`src/rtl/cpu_defs.sv`:
```
// Shared CPU datapath definitions: instruction/PC widths, the NOP encoding and the packed
// IF/ID tuple. Used by if_id_queue (optional IF_ID_QUEUE_BYPASS_EN build).
package cpu_defs;

    localparam int unsigned INSTR_W = 16;
    localparam int unsigned PC_W    = 16;
    localparam logic [INSTR_W-1:0] NOP_INSTR = 16'h0800;

    // Field offsets within the 48-bit tuple: {instr, pc, pc_plus_two}
    localparam int unsigned TUPLE_W   = INSTR_W + 2 * PC_W;
    localparam int unsigned PC2_LSB   = 0;
    localparam int unsigned PC_LSB    = PC_W;
    localparam int unsigned INSTR_LSB = 2 * PC_W;

    typedef struct packed {
        logic [INSTR_W-1:0] instr;
        logic [PC_W-1:0]    pc;
        logic [PC_W-1:0]    pc_plus_two;
    } if_id_tuple_t;

    function automatic if_id_tuple_t make_tuple(input logic [INSTR_W-1:0] instr,
                                                input logic [PC_W-1:0]    pc,
                                                input logic [PC_W-1:0]    pc_plus_two);
        if_id_tuple_t t;
        t.instr       = instr;
        t.pc          = pc;
        t.pc_plus_two = pc_plus_two;
        return t;
    endfunction

endpackage

```
`src/rtl/if_id_queue_storage.sv`:
```
// Register array backing the IF/ID queue: one synchronous write port, asynchronous read.
// Data is not reset; validity is tracked by the pointers in if_id_queue.
module if_id_queue_storage
    import cpu_defs::*;
#(
    parameter int unsigned DEPTH = 2,
    parameter int unsigned PTR_W = 1
) (
    input  logic               clk_i,
    input  logic               wr_en_i,
    input  logic [PTR_W-1:0]   wr_ptr_i,
    input  if_id_tuple_t       wr_data_i,
    input  logic [PTR_W-1:0]   rd_ptr_i,
    output if_id_tuple_t       rd_data_o
);

    if_id_tuple_t mem_q [DEPTH];

    always_ff @(posedge clk_i) begin
        if (wr_en_i) begin
            mem_q[wr_ptr_i] <= wr_data_i;
        end
    end

    assign rd_data_o = mem_q[rd_ptr_i];

endmodule

```
`src/rtl/if_id_queue.sv`:
```
// IF/ID instruction queue: circular buffer of {instr, pc, pc+2} with flush and NOP on empty.
// Defining IF_ID_QUEUE_BYPASS_EN adds a zero-latency path from in_* to out_* when empty.
module if_id_queue #(
    parameter int unsigned DEPTH = 2,
    parameter int unsigned PTR_W = 1,
    parameter logic [cpu_defs::INSTR_W-1:0] NOP_INSTR = cpu_defs::NOP_INSTR
) (
    input  logic                         clk,
    input  logic                         rst,
    input  logic                         in_valid,
    input  logic [cpu_defs::INSTR_W-1:0] in_instr,
    input  logic [cpu_defs::PC_W-1:0]    in_pc,
    input  logic [cpu_defs::PC_W-1:0]    in_pc_plus_two,
    output logic                         in_ready,
    input  logic                         flush,
    output logic                         out_valid,
    output logic [cpu_defs::INSTR_W-1:0] out_instr,
    output logic [cpu_defs::PC_W-1:0]    out_pc,
    output logic [cpu_defs::PC_W-1:0]    out_pc_plus_two,
    input  logic                         out_ready,
    output logic [PTR_W:0]               count
);
    import cpu_defs::*;

    localparam logic [PTR_W:0] Full = (PTR_W + 1)'(DEPTH);

    logic [PTR_W-1:0] head_q, head_d, tail_q, tail_d;
    logic [PTR_W:0]   count_q, count_d;
    if_id_tuple_t     wr_tuple, rd_tuple, out_tuple;
    logic             enq, deq, byp, occupied;

    assign wr_tuple = make_tuple(in_instr, in_pc, in_pc_plus_two);

    if_id_queue_storage #(
        .DEPTH (DEPTH),
        .PTR_W (PTR_W)
    ) u_storage (
        .clk_i     (clk),
        .wr_en_i   (enq),
        .wr_ptr_i  (tail_q),
        .wr_data_i (wr_tuple),
        .rd_ptr_i  (head_q),
        .rd_data_o (rd_tuple)
    );

    always_comb begin
        occupied = (count_q != '0);
        in_ready = (count_q != Full);
`ifdef IF_ID_QUEUE_BYPASS_EN
        byp = !occupied && in_valid && !flush;
`else
        byp = 1'b0;
`endif
        out_valid = (occupied && !flush) || byp;
        // A bypassed tuple that decode takes this cycle never lands in storage
        enq = in_valid && in_ready && !flush && !(byp && out_ready);
        deq = occupied && !flush && out_ready;

        if (byp) begin
            out_tuple = wr_tuple;
        end else if (occupied && !flush) begin
            out_tuple = rd_tuple;
        end else begin
            out_tuple = make_tuple(NOP_INSTR, '0, '0);
        end

        head_d  = head_q + PTR_W'(deq);
        tail_d  = tail_q + PTR_W'(enq);
        count_d = count_q + (PTR_W + 1)'(enq) - (PTR_W + 1)'(deq);
        if (flush) begin
            head_d  = '0;
            tail_d  = '0;
            count_d = '0;
        end
    end

    always_ff @(posedge clk or posedge rst) begin
        if (rst) begin
            head_q  <= '0;
            tail_q  <= '0;
            count_q <= '0;
        end else begin
            head_q  <= head_d;
            tail_q  <= tail_d;
            count_q <= count_d;
        end
    end

    assign out_instr       = out_tuple.instr;
    assign out_pc          = out_tuple.pc;
    assign out_pc_plus_two = out_tuple.pc_plus_two;
    assign count           = count_q;

    a_count_bound: assert property (@(posedge clk) disable iff (rst) count_q <= Full)
        else $error("if_id_queue occupancy out of range");

endmodule

```
`config.mk`:
```
export PLATFORM = sky130hd
export DESIGN_NAME = if_id_queue
export DESIGN_NICKNAME = d
export VERILOG_FILES = /design/src/rtl/cpu_defs.sv /design/src/rtl/if_id_queue_storage.sv /design/src/rtl/if_id_queue.sv
export SDC_FILE = /design/constraint.sdc
export NUM_CORES = 1
export LEC_CHECK = 0
export ABC_AREA = 0
export BUFFER_PORTS_ARGS = -buffer_cell sky130_fd_sc_hd__buf_2
export CORE_UTILIZATION = 45
export CTS_BUF_LIST = sky130_fd_sc_hd__clkbuf_16
export DETAILED_ROUTE_END_ITERATION = 8
export HOLD_SLACK_MARGIN = 0.03
export PLACE_DENSITY = 0.69
export SYNTH_ARGS = -nofsm -noshare
export SYNTH_HDL_FRONTEND = slang
export SYNTH_HIERARCHICAL = 1
export SYNTH_SLANG_ARGS = --single-unit
```
`constraint.sdc`:
```
create_clock -name clk -period 4.35 [get_ports clk]
set_input_delay 0.87 -clock clk [delete_from_list [all_inputs] [get_ports clk]]
set_output_delay 0.87 -clock clk [all_outputs]
set_load 0.02 [all_outputs]
```
==> impl.org, run 1 <==
** GRT
- Entering global routing, the biggest net connects 50 pins.
- The via count of the first global-routing pass is 2277.
- The first global-routing pass estimated 11100 um of wire.
- Antenna violations before repair :: 0
- Remaining global-route overflow :: 0
- Overall fraction of global-route tracks in use :: 15.4%

** Die
- Overall die area :: 9650 um2
- Site Rows :: 34
- Chip height :: 98.2 um
- Starting Density :: 47.1%
- After floorplanning, the core was sized to cover 8850 um2.
- In this run the count of I/O pins placed on the die edge is 105.
- From left edge to right edge, the die measures 98.2 um.

** Clocking
- Once the clock tree was built, the resizer swapped 0 gates to a different size.
- Buffer depth of the longest clock path :: 2
- Buffer type at the clock tree root :: clkbuf_16
- Clock latency on the worst-skew pair, taken at its later pin, is 0.34 ns.
- The number of hold buffers added after CTS was 0.
- Number of sinks driven by the clock tree :: 100
- Clock transition at the registers of the reported paths :: 0.07 ns
- Total clock buffers created by CTS :: 9
- Number of post-CTS setup repair buffers :: 0
- Number of H-tree levels :: 3
- TritonCTS built the clock tree.

** Critical path
- STA classifies the critical path startpoint as a register.
- The critical path goes through buf_4, mux2_2, and2_1, buf_2.
- Critical-path top delay cell :: dfrtp_2
- The startpoint identified for the worst register-to-register timing path is count[1].
- STA puts the critical path data arrival time at 2.21 ns.
- The worst setup path is captured at a primary output.
- Of all nets on the critical path, the largest fanout is 28.
- On the worst path, the slowest cell contributes a delay of 0.84 ns.
- Critical path class :: register to primary output
- The most critical setup path has its startpoint at head_q.
- Register-to-register setup slack :: 1.95 ns
- Capture point of the worst reg-to-reg path :: count[1]
- Data on the critical path is required at its endpoint by 3.48 ns.
- Broken down by cell family, the worst path's largest delay share belongs to flip-flops.
- The critical path contains buffers and inverters numbering 2 combined.
- Count of cells along the worst register-to-register path :: 9

** Logic synthesis
- Yosys mapped the design onto 22 distinct sky130hd cell types.
- Synth warn :: 6
- Area leader, netlist :: edfxtp_1
- Fraction of synthesis flops using an asynchronous set or reset pin :: 4.00%
- In this run the biggest area consumer among cell types represents 69.2% of the synthesized area.
- The synthesized design contains 96 enable-type register cells.
- Counting flops and latches in the post-synthesis netlist gives 100.
- Sequential cell area fraction in the yosys report :: 71.6%
- Biggest area contributors in the synthesized netlist :: edfxtp_1 69%, mux2_2 7.8%, mux2_4 7.2%
- Most used flip-flop cell after synthesis :: edfxtp_1
- The cell count after synthesis came out at 231.
- Avg Inst Size Synth :: 18.0 um2
- Summing every instance area after synthesis gives 4170 um2.
- Mapped Nets :: 286

** Min path
- The worst hold path belongs to the class input port to asynchronous set/reset pin.

** Cells and area
- Post-Layout Inst Area :: 5060 um2
- Registers take 2980 um2.
- Combined area of the multi-input logic cells :: 1100 um2
- Fill cell count :: 714
- Final-stage net count :: 396
- The area growth from synthesis to layout is 21.5%.
- The number of antenna diodes in the final layout is 0.
- Layout cell share with drive strength beyond 1 :: 54.6%

** Timing
- For the final routed database, the setup TNS stands at 0 ns.
- Final Cycle Share :: 70.9%
- On the final layout, the worst clock skew is 0.00557 ns.
- Static timing analysis puts the maximum clock frequency at 0.324 GHz.
- Unrepaired setup endpoints after global routing :: false
- Total count of max-transition violations in the final report :: 0
- The final hold violation count was 0.
- Final worst path period need :: 3.08 ns
- In this run the tightest slew margin relative to its limit is 36.5%.
- Smallest hold slack :: 0.415 ns
- Setup violations remaining at the end of the flow were counted as 0.
- Slew @ Worst Pin :: 0.950 ns

** Route
- Wirelength per Cell :: 15.3 um
- Count of nets left with antenna violations after detail routing :: 0
- In this run, the number of DRC markers left after iteration 0 of detailed routing was 69.
- Vias per std cell :: 4.87
- After detailed routing, the total wire length is 6970 um.
- After detailed routing, the number of remaining DRC violations is 9.
- Before antenna repair, the detailed router went through 6 iterations.
- The final route contains 2212 vias.

** Power and ir drop
- Sum of internal, switching and leakage power :: 2.25 mW
- Peak VDD IR :: 213 uV
- Leakage :: 2.06 nW
- For this design the ratio of total power to cell area is 445 nW/um2.

** Placed design
- Weighted congestion at the end of routability-driven global placement :: 0.663
- Detailed placer's ending HPWL :: 4510 um
- Buffers placed on the I/O ports in this run total 104.
- Placement-stage cell area :: 4790 um2

** Status
- Run status :: finished with violations
- The checks that failed: design-rule violations.

** Flow run
- Across the run, the number of max-cap violations was 0.
report_power, final:
group / switching, mW / internal [mW]
clock network: 0.332 / 0.385
registers: 0.0363 / 1.12
logic: 0.198 / 0.187
state kept, by name, indices dropped and copies added (netlist names):
signal           count
head_q               1
u_storage/mem_q     96
tail_q               1
count                2
layer usage:
metal	wire length, um	GRT usage, %	vias to the layer above
li1	-	-	1066
met1	2870	17.9	1074
met2	3590	26.9	65
met3	436	4.94	7
met4	68	5.17	0
met5	0	0	-
area by class of cell:
| class | count | share of cell area [%] |
|---|---|---|
| Multi-Input combinational cell | 118 | 21.7 |
| Timing Repair Buffer | 110 | 11.2 |
| Clock buffer | 9 | 4.45 |
| Tap cell | 108 | 2.67 |
| Sequential cell | 100 | 58.9 |
| Clock inverter | 7 | 0.890 |
| Inverter | 2 | 0.148 |
cells by family after synthesis:
logic type,share of synthesized area [%]
mux,15.0
fa+ha+maj,0.600
flops,71.6
simple gates,10.0
compound gates,0.120
buf+inv,2.25
xor+xnor,0.420
layout by cell type (no fill, tap or decap):
| cell | count |
|---|---|
| and2_1 | 39 |
| and2_2 | 1 |
| and2_4 | 10 |
| buf_2 | 104 |
| buf_4 | 6 |
| clkbuf_16 | 9 |
| clkinv_2 | 1 |
| clkinv_4 | 1 |
| clkinvlp_4 | 2 |
| dfrtp_1 | 3 |
| dfrtp_2 | 1 |
| edfxtp_1 | 96 |
| ha_1 | 2 |
| inv_1 | 4 |
| inv_6 | 1 |
| mux2_2 | 29 |
| mux2_4 | 20 |
| nand2_1 | 1 |
| nand2b_1 | 1 |
| nor2_1 | 4 |
| nor2_2 | 1 |
| nor2_4 | 1 |
| nor2b_1 | 2 |
| nor2b_4 | 1 |
| nor3_1 | 1 |
| o21ai_0 | 1 |
| or2_2 | 1 |
| or3_1 | 1 |
| xor2_1 | 2 |
per-stage QoR:
stage,instances,worst slack (ns),util [%]
finish,454,1.27,57.2
global route,454,1.10,57.2
CTS,454,1.23,57.2
detailed placement,438,1.24,54.2
global placement,438,1.22,54.2
floorplan,231,0.579,-
synth_stat cells, types with 3 or more instances:
library cell / number
edfxtp_1: 96
and2_1: 40
mux2_2: 29
mux2_4: 20
and2_4: 10
buf_6: 5
buf_2: 4
dfrtp_1: 4
nor2_1: 4
nor2b_1: 3
worst reg2reg max path: stages, from the launching register on:
cell	delay, ns
dfrtp_1	0.43
nor2_2	0.09
nor2_4	0.73
and2_1	0.24
ha_1	0.22
inv_1	0.05
ha_1	0.14
xor2_1	0.18
nor2_1	0.06
nor3_1	0.18
worst max path at each step:
stage / to / slack, ns / depth (start not counted)
final: out_pc_plus_two[1] / 1.27 / 4
after global routing: out_pc_plus_two[1] / 1.10 / 4
after CTS: out_pc_plus_two[4] / 1.23 / 4
after detailed placement: out_pc_plus_two[4] / 1.24 / 4
after global placement: out_pc_plus_two[4] / 1.22 / 4
after floorplan: u_storage/mem_q[0][0] / 0.58 / 3
(Power assumes the default switching activity.)
==> inputs of run 2 (changes only) <==
==> constraint.sdc (replaced) <==
create_clock -name clk -period 2.85 [get_ports clk]
set_input_delay 0.57 -clock clk [delete_from_list [all_inputs] [get_ports clk]]
set_output_delay 0.57 -clock clk [all_outputs]
set_load 0.02 [all_outputs]
==> run 2 against run 1 <==
Against the previous run:
- first-iteration DRC count grew 70%
- combinational power grew 64%
- sequential power grew 51%
- wire length grew 1.6%
- flip-flop and latch count is the same
- clock skew grew 0.0015 ns
- via count is essentially flat
- sequential share of layout area shrank 1.1 points
- setup slack lost 0.81 ns
- the flow still finishes with violations (design-rule violations)
- non-clock buffer count shrank 1
- die area is the same
- register-to-register slack lost 1.1 ns
==> impl.org, run 2 (synthesis gave the netlist of run 1 again) <==
** Status
- Run status :: finished with violations (unchanged)
- Failing checks :: design-rule violations (unchanged)

** Critical path
- The launch point of the critical path is head_q (unchanged).
- Crit path capture type :: primary output (unchanged)
- Required time of the critical path :: 2.28 ns (was 3.48 ns)
- The end point of the critical path was out_pc_plus_two[1] (unchanged).
- The critical path class is register to primary output (unchanged).
- Kind of start point of the critical path :: register (unchanged)
- Register-to-register setup slack :: 0.81 ns (was 1.95 ns)
- The launching point of the worst reg2reg path is count[1] (unchanged).
- The end of the worst register-to-register path is count[1] (unchanged).
- Count of cells along the worst register-to-register path :: 9 (unchanged)
- Worst EP arrival :: 1.83 ns (was 2.21 ns)
- The maximum fanout encountered on the critical timing path is 20 (was 28).

** Clocking
- Buffer type at the clock tree root :: clkbuf_16 (unchanged)
- Number of H-tree levels :: 3 (unchanged)
- Clock latency of the later-clocked register in the worst-skew pair :: 0.33 ns (was 0.34 ns)
- Number of sinks driven by the clock tree :: 100 (unchanged)
- CTS tree :: built (unchanged)
- The post-CTS resize count was 0 (unchanged).
- Number of post-CTS setup repair buffers :: 0 (unchanged)
- The clock buffer count from CTS came to 9 (unchanged).
- The hold buffer count at cts came to 0 (unchanged).
- The worst-case clock buffer depth was 2 (unchanged).
- Clock transition at the registers of the reported paths :: 0.06 ns (was 0.07 ns)

** Die
- The area enclosed by the die boundary came to 9650 um2 (unchanged).
- The width of the die came to 98.2 um (unchanged).
- Chip height :: 98.2 um (unchanged)
- The cell row count was 34 (unchanged).
- The number of top-level pins came to 105 (unchanged).
- The starting density of the core came to 47.1% (unchanged).
- The core area was 8850 um2 (unchanged).

** Placed design
- Cell total after placement :: 437 (was 438)
- Detailed placer's ending HPWL :: 4750 um (was 4510 um)
- The global placer's final weighted congestion came to 0.674 (was 0.663).
- The post-place instance area came to 4850 um2 (was 4790 um2).
- The number of I/O port buffers came to 104 (unchanged).
- The worst-case setup slack after placement is 0.569 ns (was 1.24 ns).

** Power and ir drop
- The static leakage came to 2.09 nW (was 2.06 nW).
- Pwr per Cell Area :: 702 nW/um2 (was 445 nW/um2)
- Clock Power Share :: 34.3% (was 31.8%)
- Switching power share of the total :: 23.4% (was 25.1%)
- The post-layout total power is 3.62 mW (was 2.25 mW).
- The cell-internal power is 2.77 mW (was 1.69 mW).
- Switching pwr :: 848 uW (was 566 uW)
- The combinational fraction of design power is 17.5% (was 17.1%).
- The register share of total power was 48.2% (was 51.1%).
- The maximum vdd drop came to 316 uV (was 213 uV).

** Route
- Count of unresolved DRC violations after routing :: 8 (was 9)
- Count of nets left with antenna violations after detail routing :: 0 (unchanged)
- Final wirelength :: 7080 um (was 6970 um)
- The post-detailed-route via-to-cell ratio was 4.88 (was 4.87).
- Wirelength per Cell :: 15.6 um (was 15.3 um)
- Vias post-DR :: 2210 (was 2212)
- First-pass iteration count of the detailed router :: 7 (was 6)
- DRC marker count from the first detailed-route iteration :: 117 (was 69)

** Timing
- Final clock skew :: 0.00703 ns (was 0.00557 ns)
- The pin slew with the least headroom to its limit is 0.469 ns (was 0.950 ns).
- Worst slew margin relative to its limit :: 68.6% (was 36.5%)
- Final setup violating endpoints :: 0 (unchanged)
- The setup TNS is 0 ns (unchanged).
- The worst-case setup margin in the final layout was 0.454 ns (was 1.27 ns).
- Final worst path period need :: 2.40 ns
- Total count of max-transition violations in the final report :: 0 (unchanged)
- Derived from the worst setup path, the maximum achievable clock frequency is 0.417 GHz.
- Smallest hold slack :: 0.115 ns (was 0.415 ns)
- The final hold violation count is 0 (unchanged).
- Unrepaired setup endpoints after global routing: false (unchanged).
- Final Cycle Share :: 84.1%

** GRT
- Pin count of the biggest net entering global routing :: 37 (was 50)
- The global-route usage over all layers came to 15.7% (was 15.4%).
- The total congestion overflow came to 0 (unchanged).
- The wire length of the first global-routing pass is 11400 um (was 11100 um).
- The via count of the first global-routing pass came to 2338 (was 2277).
- Antenna violations before repair :: 0 (unchanged)

** Cells and area
- The number of antenna cells inserted came to 0 (unchanged).
- Fill cell count :: 687 (was 714)
- The leading cell type in the layout, fill and taps excluded was buf_2 (unchanged).
- End-of-flow core utilization :: 58.3% (was 57.2%)
- Most frequent cells in the layout: 104 x buf_2, 96 x edfxtp_1, 39 x and2_1, 29 x mux2_2, 20 x mux2_4 (unchanged).
- Layout cell share with drive strength beyond 1 :: 54.2% (was 54.6%)
- The final layout net count is 395 (was 396).
- The number of flip-flops in the largest register came to 96 (unchanged).
- Number of standard cells in the final layout excluding fillers :: 453 (was 454)
- The summed area of non-filler cells in the final layout came to 5160 um2 (was 5060 um2).
- Area Growth Syn to Fin :: 23.7% (was 21.5%)
- The area occupied by registers is 2980 um2 (unchanged).
- The area of the multi-input gates came to 1100 um2 (unchanged).
- The register with the most flip-flops is u_storage/mem_q (unchanged).

** Min path
- The type of the tightest min-delay check was input port to asynchronous set/reset pin (unchanged).

** Flow run
- Count of max-cap constraint violations :: 0 (unchanged)
## run 2: cell types whose count changed in the layout (fill, tap and decap cells not counted), sizes merged
| cell | previous run | this run |
|---|---|---|
| bufinv | 0 | 2 |
| inv | 5 | 3 |
| buf | 110 | 109 |
| clkinv | 2 | 3 |
| clkinvlp | 2 | 1 |
## run 2: final cells by class
cell class,count,share of cell area [%]
clock buffer,9,4.37
tap,108,2.62
clock inverter,7,1.63
timing repair buffer,109,12.0
inverter,2,0.146
sequential,100,57.9
multi-input combinational,118,21.3
## run 2: critical path, cell delays in order, from the launching register on
cell     delay, ns
dfrtp_2       0.60
buf_12        0.25
mux2_2        0.36
and2_1        0.14
buf_2         0.15
## run 2: routing by layer
metal / up-vias / GRT usage [%] / routed length [um]
li1: 1058 / - / -
met1: 1080 / 19.2 / 3030
met2: 70 / 26.4 / 3600
met3: 2 / 4.72 / 403
met4: 0 / 5.28 / 47
met5: - / 0 / 0
## run 2: worst min-delay path by stage
stage	from	endpoint	slack (ns)	cells after the start
finish	rst	tail_q	0.11	2
detailed placement	rst	tail_q	0.46	2
CTS	rst	tail_q	0.11	2
floorplan	rst	count[0]	0.34	1
global route	rst	tail_q	0.11	2
global placement	rst	tail_q	0.46	2
## run 2: power by group through the flow
stage          clock (mW)  combinational (mW)  sequential, mW
3_5_place_dp            0               0.643            1.78
2_1_floorplan           0               0.455            1.76
3_3_place_gp            0               0.636            1.77
4_1_cts              1.27               0.645            1.75
5_1_grt              1.34               0.685            1.75
6_report             1.24               0.632            1.74
